**config.mk**
```make
export PLATFORM = sky130hd
export DESIGN_NAME = regbank32_writer_flat
export DESIGN_NICKNAME = d
export VERILOG_FILES = /design/src/rtl/regbank32_writer_if.sv /design/src/rtl/regbank32_writer.sv /design/src/flat_wrapper.sv
export SDC_FILE = /design/constraint.sdc
export NUM_CORES = 2
export LEC_CHECK = 0
export ABC_AREA = 1
export ABC_CLOCK_PERIOD_IN_PS = 67400
export BUFFER_PORTS_ARGS = -buffer_cell sky130_fd_sc_hd__clkbuf_2
export CORE_AREA = 2 2 432 434
export CTS_CLUSTER_SIZE = 28
export DETAILED_ROUTE_END_ITERATION = 16
export DIE_AREA = 0 0 434 436
export SETUP_SLACK_MARGIN = 0.02
export SLEW_MARGIN = 25
export SYNTH_ARGS = -nofsm -noshare
export SYNTH_HDL_FRONTEND = slang
export SYNTH_SLANG_ARGS = --single-unit
export TNS_END_PERCENT = 20
```
**constraint.sdc**
```tcl
create_clock -name clk -period 67.4 [get_ports clk]
set_input_delay 13.48 -clock clk [delete_from_list [all_inputs] [get_ports clk]]
set_output_delay 13.48 -clock clk [all_outputs]
set_load 0.005 [all_outputs]
```
**src/rtl/regbank32_writer_if.sv**
```systemverilog
// Write-side bundle of the 32-entry register bank: write handshake, clear request,
// sweep status, write strobe and the flattened entry bus.
interface regbank32_writer_if #(
  parameter int N = 32
);
  logic            wr_valid;
  logic            wr_ready;
  logic [4:0]      wr_addr;
  logic [N-1:0]    wr_data;
  logic            clear_req;
  logic            busy;
  logic [31:0]     wr_onehot;
  logic [32*N-1:0] regs_flat;

  modport master (
    output wr_valid, wr_addr, wr_data, clear_req,
    input  wr_ready, busy, wr_onehot, regs_flat
  );

  modport slave (
    input  wr_valid, wr_addr, wr_data, clear_req,
    output wr_ready, busy, wr_onehot, regs_flat
  );
endinterface

```
**src/rtl/regbank32_writer.sv**
```systemverilog
// 32 x N register bank write side with a one-entry-per-cycle bulk clear; writes land
// one cycle after accept. wr_ready drops for the 32-cycle sweep and nothing is buffered.
module regbank32_writer #(
  parameter int         N           = 32,
  parameter logic [N-1:0] CLEAR_VALUE = '0,
  parameter bit         ZERO_REG    = 1'b0
) (
  input logic               clk,
  input logic               rst,
  regbank32_writer_if.slave bus
);
  typedef enum logic {IDLE, CLEAR} state_t;

  state_t       state_q, state_d;
  logic [4:0]   idx_q, idx_d;
  logic         ready_q, ready_d;
  logic         busy_q, busy_d;
  logic [31:0]  onehot_q, onehot_d;
  logic [N-1:0] regs_q [32];
  logic [N-1:0] regs_d [32];
  logic         accept;

  always_comb begin
    state_d  = state_q;
    idx_d    = idx_q;
    ready_d  = ready_q;
    busy_d   = busy_q;
    onehot_d = '0;
    regs_d   = regs_q;
    accept   = bus.wr_valid && ready_q;

    // A write and a clear start may share an edge; the sweep later overwrites the entry.
    if (accept) begin
      onehot_d = 32'd1 << bus.wr_addr;
      if (!(ZERO_REG && bus.wr_addr == 5'd0)) begin
        regs_d[bus.wr_addr] = bus.wr_data;
      end
    end

    case (state_q)
      IDLE: begin
        if (bus.clear_req) begin
          state_d = CLEAR;
          idx_d   = 5'd0;
          ready_d = 1'b0;
          busy_d  = 1'b1;
        end
      end
      CLEAR: begin
        regs_d[idx_q] = CLEAR_VALUE;
        idx_d         = idx_q + 5'd1;
        if (idx_q == 5'd31) begin
          state_d = IDLE;
          ready_d = 1'b1;
          busy_d  = 1'b0;
        end
      end
      default: state_d = IDLE;
    endcase
  end

  always_ff @(posedge clk or posedge rst) begin
    if (rst) begin
      state_q  <= IDLE;
      idx_q    <= 5'd0;
      ready_q  <= 1'b1;
      busy_q   <= 1'b0;
      onehot_q <= '0;
      for (int k = 0; k < 32; k++) begin
        regs_q[k] <= CLEAR_VALUE;
      end
    end else begin
      state_q  <= state_d;
      idx_q    <= idx_d;
      ready_q  <= ready_d;
      busy_q   <= busy_d;
      onehot_q <= onehot_d;
      regs_q   <= regs_d;
    end
  end

  assign bus.wr_ready  = ready_q;
  assign bus.busy      = busy_q;
  assign bus.wr_onehot = onehot_q;

  for (genvar k = 0; k < 32; k++) begin : g_flat
    if (ZERO_REG && k == 0) begin : g_zero
      assign bus.regs_flat[k*N +: N] = CLEAR_VALUE;
    end else begin : g_reg
      assign bus.regs_flat[k*N +: N] = regs_q[k];
    end
  end
endmodule

```
**src/flat_wrapper.sv**
```systemverilog
// flat-port wrapper written by rule: the top's interface ports become plain ports
module regbank32_writer_flat 
#(
  parameter int         N           = 32,
  parameter logic [N-1:0] CLEAR_VALUE = '0,
  parameter bit         ZERO_REG    = 1'b0
)
  (clk, rst, bus_wr_valid, bus_wr_addr, bus_wr_data, bus_clear_req, bus_wr_ready, bus_busy, bus_wr_onehot, bus_regs_flat);
  regbank32_writer_if #(.N(N)) bus_i ();
  input logic clk;
  input logic rst;
  input wire logic [$bits(bus_i.wr_valid)-1:0] bus_wr_valid;
  input wire logic [$bits(bus_i.wr_addr)-1:0] bus_wr_addr;
  input wire logic [$bits(bus_i.wr_data)-1:0] bus_wr_data;
  input wire logic [$bits(bus_i.clear_req)-1:0] bus_clear_req;
  output wire logic [$bits(bus_i.wr_ready)-1:0] bus_wr_ready;
  output wire logic [$bits(bus_i.busy)-1:0] bus_busy;
  output wire logic [$bits(bus_i.wr_onehot)-1:0] bus_wr_onehot;
  output wire logic [$bits(bus_i.regs_flat)-1:0] bus_regs_flat;
  assign bus_i.wr_valid = bus_wr_valid;
  assign bus_i.wr_addr = bus_wr_addr;
  assign bus_i.wr_data = bus_wr_data;
  assign bus_i.clear_req = bus_clear_req;
  assign bus_wr_ready = bus_i.wr_ready;
  assign bus_busy = bus_i.busy;
  assign bus_wr_onehot = bus_i.wr_onehot;
  assign bus_regs_flat = bus_i.regs_flat;
  regbank32_writer #(.N(N), .CLEAR_VALUE(CLEAR_VALUE), .ZERO_REG(ZERO_REG)) u_core (.clk(clk), .rst(rst), .bus(bus_i));
endmodule
```
Yosys cells after proc, flatten, opt, wreduce, memory -nomap -nowiden
Index checks and enable logic that the tools add are counted.
{"block": "totals", "wordCells": 74, "register_bits": 1064, "output_inout_bits": 1058, "input_bits": 41}
{"block": "classes", "n_eq_ne": 3, "shift": 1, "mux": 19, "add_sub_neg": 1, "bitwise_logic": 5, "n_lt_le_gt_ge": 4, "n_reduce_logical": 4}
{"cell": "two-way mux 1024 bit", "count": 2}
{"cell": "AND 1024 bit", "count": 1}
{"cell": "bitwise mux 1024 bit", "count": 1}
{"cell": "NOT 1024 bit", "count": 1}
{"cell": "demux 32 bit (select 5 bit)", "count": 2}
{"cell": "two-way mux 32 bit", "count": 3}
{"cell": "left shift 1 x 5 -> 32 bit, first input constant", "count": 1}
{"cell": ">= comparator 6 bit, second input constant", "count": 2}
{"cell": "less-than comparator 6 x 1 -> 1 bit, second input constant", "count": 2}
{"cell": "NOT 5 -> 6 bit", "count": 2}
{"cell": "case mux 5 bit (2 select lines)", "count": 1}
{"cell": "two-way mux 1 bit", "count": 6}
{"cell": "case mux 1 bit (2 select lines)", "count": 3}
{"cell": "adder 5 x 1 -> 5 bit, second input constant", "count": 1}
{"cell": "== test 5 bit, second input constant", "count": 1}
{"cell": "two-way mux 5 bit", "count": 1}
{"cell": "inequality test 2 bit, second input constant", "count": 2}
{"cell": "logical AND 1 bit", "count": 3}
{"cell": "AND reduction 2 bit", "count": 1}
{"cell": "NOT 1 bit", "count": 1}

Longest topological paths before layout
{"block": "depth", "word_depth": 9, "ltp_mapped": 9, "mapped_depth_nobuf": 7}

Least setup slack after synthesis
Ideal clock, no wire load.
{"block": "synth_timing", "path_kind": "input to register", "from": "input port bus_wr_addr[3]", "to": "register u_core.regs_q, in the netlist u_core.bus.regs_flat[647]", "slack_ns": 52.707, "arrival_ns": 14.557, "required_ns": 67.264, "n_path_buf": 2, "setup_ns": 0.136, "path_stages": 8, "path_cell_list": "buf_2 inv_2 nand3_2 nor2_1 nand2_1 buf_2 nand2_1 a21oi_1"}
{"item": "start: declaration", "line": "flat_wrapper.sv:13", "source": "input wire logic [$bits(bus_i.wr_addr)-1:0] bus_wr_addr;"}
{"item": "end signal: assignment", "line": "regbank32_writer.sv:78", "source": "regs_q <= regs_d;"}
{"item": "end: declaration", "line": "regbank32_writer.sv:19", "source": "logic [N-1:0] regs_q [32];"}

==> impl_metrics.py <==
metrics = {
    "clock_network": {
        "cts_htree_levels": 3,
        "cts_tree": "built",
        "clock-root-buffer": "clkbuf_16",
        "numClockSinks": 1064,
        "cts-resized-gates": 0,
        "cts_hold_buf": 0,
        "insertion_delay_ns": 0.78,
        "cts_made_buffers": 117,
        "cts_buffer_depth": 3,
        "cts.reportedPaths.clkPinSlew_ns": 0.07,
        "cts_setup_buffers": 0,
    },
    "sta": {
        "hold-worst-slack_ns": 0.503,
        "finalSetupViolCount": 0,
        "fmax_mhz": 59.7,
        "slew_viol_final": 0,
        "fin_skew_ns": 0.0334,
        "setup_ws_ns": 50.66,
        "period_minus_slack_ns": 16.74,
        "setup_tns_ns": 0,
        "worst_pin_slew_ns": 1.17,
        "fin_crit_sh": 0.248,
        "slew_headroom": 0.220,
        "rsz0062_at_grt": "no",
        "hold_viol_final": 0,
    },
    "drt": {
        "vias_per_cell": 4.68,
        "wl_mm": 228,
        "final_antenna_net_count": 0,
        "avgRoutedWirePerCell_um": 26.1,
        "drt_iter0_drc": 4094,
        "drc_errors": 0,
        "dr_total_vias": 40880,
        "drt-pass1-iter-count": 6,
    },
    "layout": {
        "layout_commonest_cell": "nand2_1",
        "final-seq-area_um2": 26600,
        "fin_area_um2": 56400,
        "nFillCells": 19599,
        "layout-drive-gt1-share": 0.246,
        "layout_common_cells": "nand2_1, clkbuf_2, dfrtp_1, nor2_1, a21oi_1",
        "multi_input_area_um2": 15100,
        "syn_to_final_growth_pct": 28.5,
        "fin_nets": 6188,
    },
    "synthesis": {
        "ys_async_sr_fraction": 1.00,
        "synthDistinctLibCells": 28,
        "ys_ff_latch": 1064,
        "yosys_warnings": 0,
        "synth.largest_area_cell": "dfrtp_1",
        "synth_ff_type": "dfrtp_1",
        "netlist.area_leader.share": 0.606,
        "synth_area_leaders": "dfrtp_1, nand2_1, nor2_1",
        "synth_edf_count": 0,
        "synthesis.area_um2": 43900,
        "synth_seq_area_share": 0.607,
        "synthCells": 5195,
        "syn_avg_cell_area_um2": 8.45,
        "synth_nets": 5241,
    },
    "setup_path": {
        "worstPathCellList": "clkbuf_2, inv_8, buf_4, buf_4, buf_12, buf_4",
        "critPathMaxFanout": 151,
        "required_ns": 68.19,
        "crit_path_start_kind": "input pin",
        "cpMostUsedCell": "buf_4",
        "cp_top_family": "buffers and inverters",
        "worstPathArrival_ns": 17.53,
        "crit_buf_inv": 6,
        "worst_setup_path_end_kind": "async pin",
        "critPathKind": "input pin to async pin",
        "crit_slowest_cell": "buf_4",
        "cpPeakStageDelay_ns": 0.83,
    },
    "floorplanning": {
        "ios": 1099,
        "die_area_um2": 189000,
        "placementRows": 158,
        "start_util": 0.238,
        "core-area_um2": 185000,
        "die_h_um": 436,
        "die_w_um": 434,
    },
    "placed_design": {
        "routabilityCongestion": 0.837,
        "numPortBuffers": 1098,
        "dp_hpwl_mm": 154,
        "place_ws_ns": 49.70,
        "placed_area_um2": 52100,
    },
    "pwr": {
        "leakage_uw": 0.0295,
        "p_per_area_nw_per_um2": 46.0,
        "total_power_uw": 2590,
        "peakVddDrop_mv": 0.0248,
    },
    "global_routing": {
        "grt-ovfl-total": 0,
        "grt_pass1_wl_mm": 312,
        "grt_usage": 0.233,
        "grt_pass1_vias": 39057,
        "grt_max_degree": 190,
        "antenna_found_initial": 19,
    },
    "run_status": {
        "status": "finished, final reports clean",
    },
    "flow_run": {
        "drv_cap": 0,
    },
    "worst_hold_path": {
        "hold_class": "flip-flop to flip-flop",
    },
}
## worst paths after layout
check	endpoint	startpoint	slack (ns)	depth (start not counted)
min in group asynchronous	u_core.bus.regs_flat[854]$_DFF_PP0_	rst	12.81	2
min	u_core.bus.regs_flat[35]$_DFF_PP0_	u_core.bus.regs_flat[35]$_DFF_PP0_	0.50	2
max reg2reg	u_core.bus.regs_flat[777]$_DFF_PP0_	u_core.bus.wr_ready$_DFFE_PP1P_	63.74	7
min reg2reg	u_core.bus.regs_flat[35]$_DFF_PP0_	u_core.bus.regs_flat[35]$_DFF_PP0_	0.50	2
max in group clk	u_core.bus.regs_flat[434]$_DFF_PP0_	bus_wr_addr[1]	51.32	8
max	u_core.bus.regs_flat[254]$_DFF_PP0_	rst	50.66	6
## Yosys cell counts (4+ instances only)
library cell and number:
a21boi_0 21, dfrtp_1 1063, clkbuf_2 4, clkinv_1 6, o21ai_0 203, buf_1 11
nor2_4 4, nor2_1 926, nand3_1 128, buf_2 177, clkbuf_1 161, a21oi_1 549
inv_2 17, a21boi_1 4, buf_4 16, nand4_1 8, nor2_2 36, nand2_2 6
inv_1 227, nand2_1 1604, o21ai_1 7, ha_1 5
## tightest hold or removal path: cells and delay by family (launching register included)
family	cells	cell delay, ns
flops	1	0.34
simple gates	2	0.12
## final cells by class
cell class,instances,share of cell area
Tap cell,2480,0.0550
Antenna cell,8,0.000355
Timing Repair Buffer,1200,0.115
Inverter,250,0.0169
Clock buffer,164,0.0598
Sequential cell,1064,0.472
Clock inverter,59,0.0127
Multi-Input combinational cell,3509,0.268
## cells by family (layout without fill, tap and decap cells)
family          after synthesis  after routing  share of synthesized area
compound gates              784            784                     0.0908
fa+ha+maj                     5              5                    0.00143
buf+inv                     622           1673                     0.0602
flops                      1064           1064                      0.607
other cells                   0              8                          0
simple gates               2720           2720                      0.241
## report_power, final
| part | internal [uW] | switching (uW) | leakage, uW |
|---|---|---|---|
| logic | 319 | 525 | 0.0133 |
| registers | 895 | 163 | 0.0142 |
| clock network | 392 | 299 | 0.00202 |
## metrics by stage
stage               utilization  cells
CTS                       0.304   8721
floorplan                     -   5195
global placement          0.281   8492
global route              0.305   8732
finish                    0.305   8734
detailed placement        0.282   8498
## state kept, by name, summed over array words and instances (netlist names)
register and flops:
u_core.bus.busy 1, u_core.bus.regs_flat 1024, u_core.bus.wr_onehot 32, u_core.bus.wr_ready 1, u_core.idx_q 5, u_core.state_q 1
## layer usage
| metal | global-route usage | up-vias | wire [um] |
|---|---|---|---|
| met5 | 0 | - | 13 |
| met4 | 0.135 | 2 | 14700 |
| met3 | 0.0532 | 521 | 17800 |
| met2 | 0.384 | 2156 | 109000 |
| met1 | 0.278 | 20144 | 86600 |
| li1 | - | 18057 | - |
No activity file was read; power rests on OpenSTA's default activity.
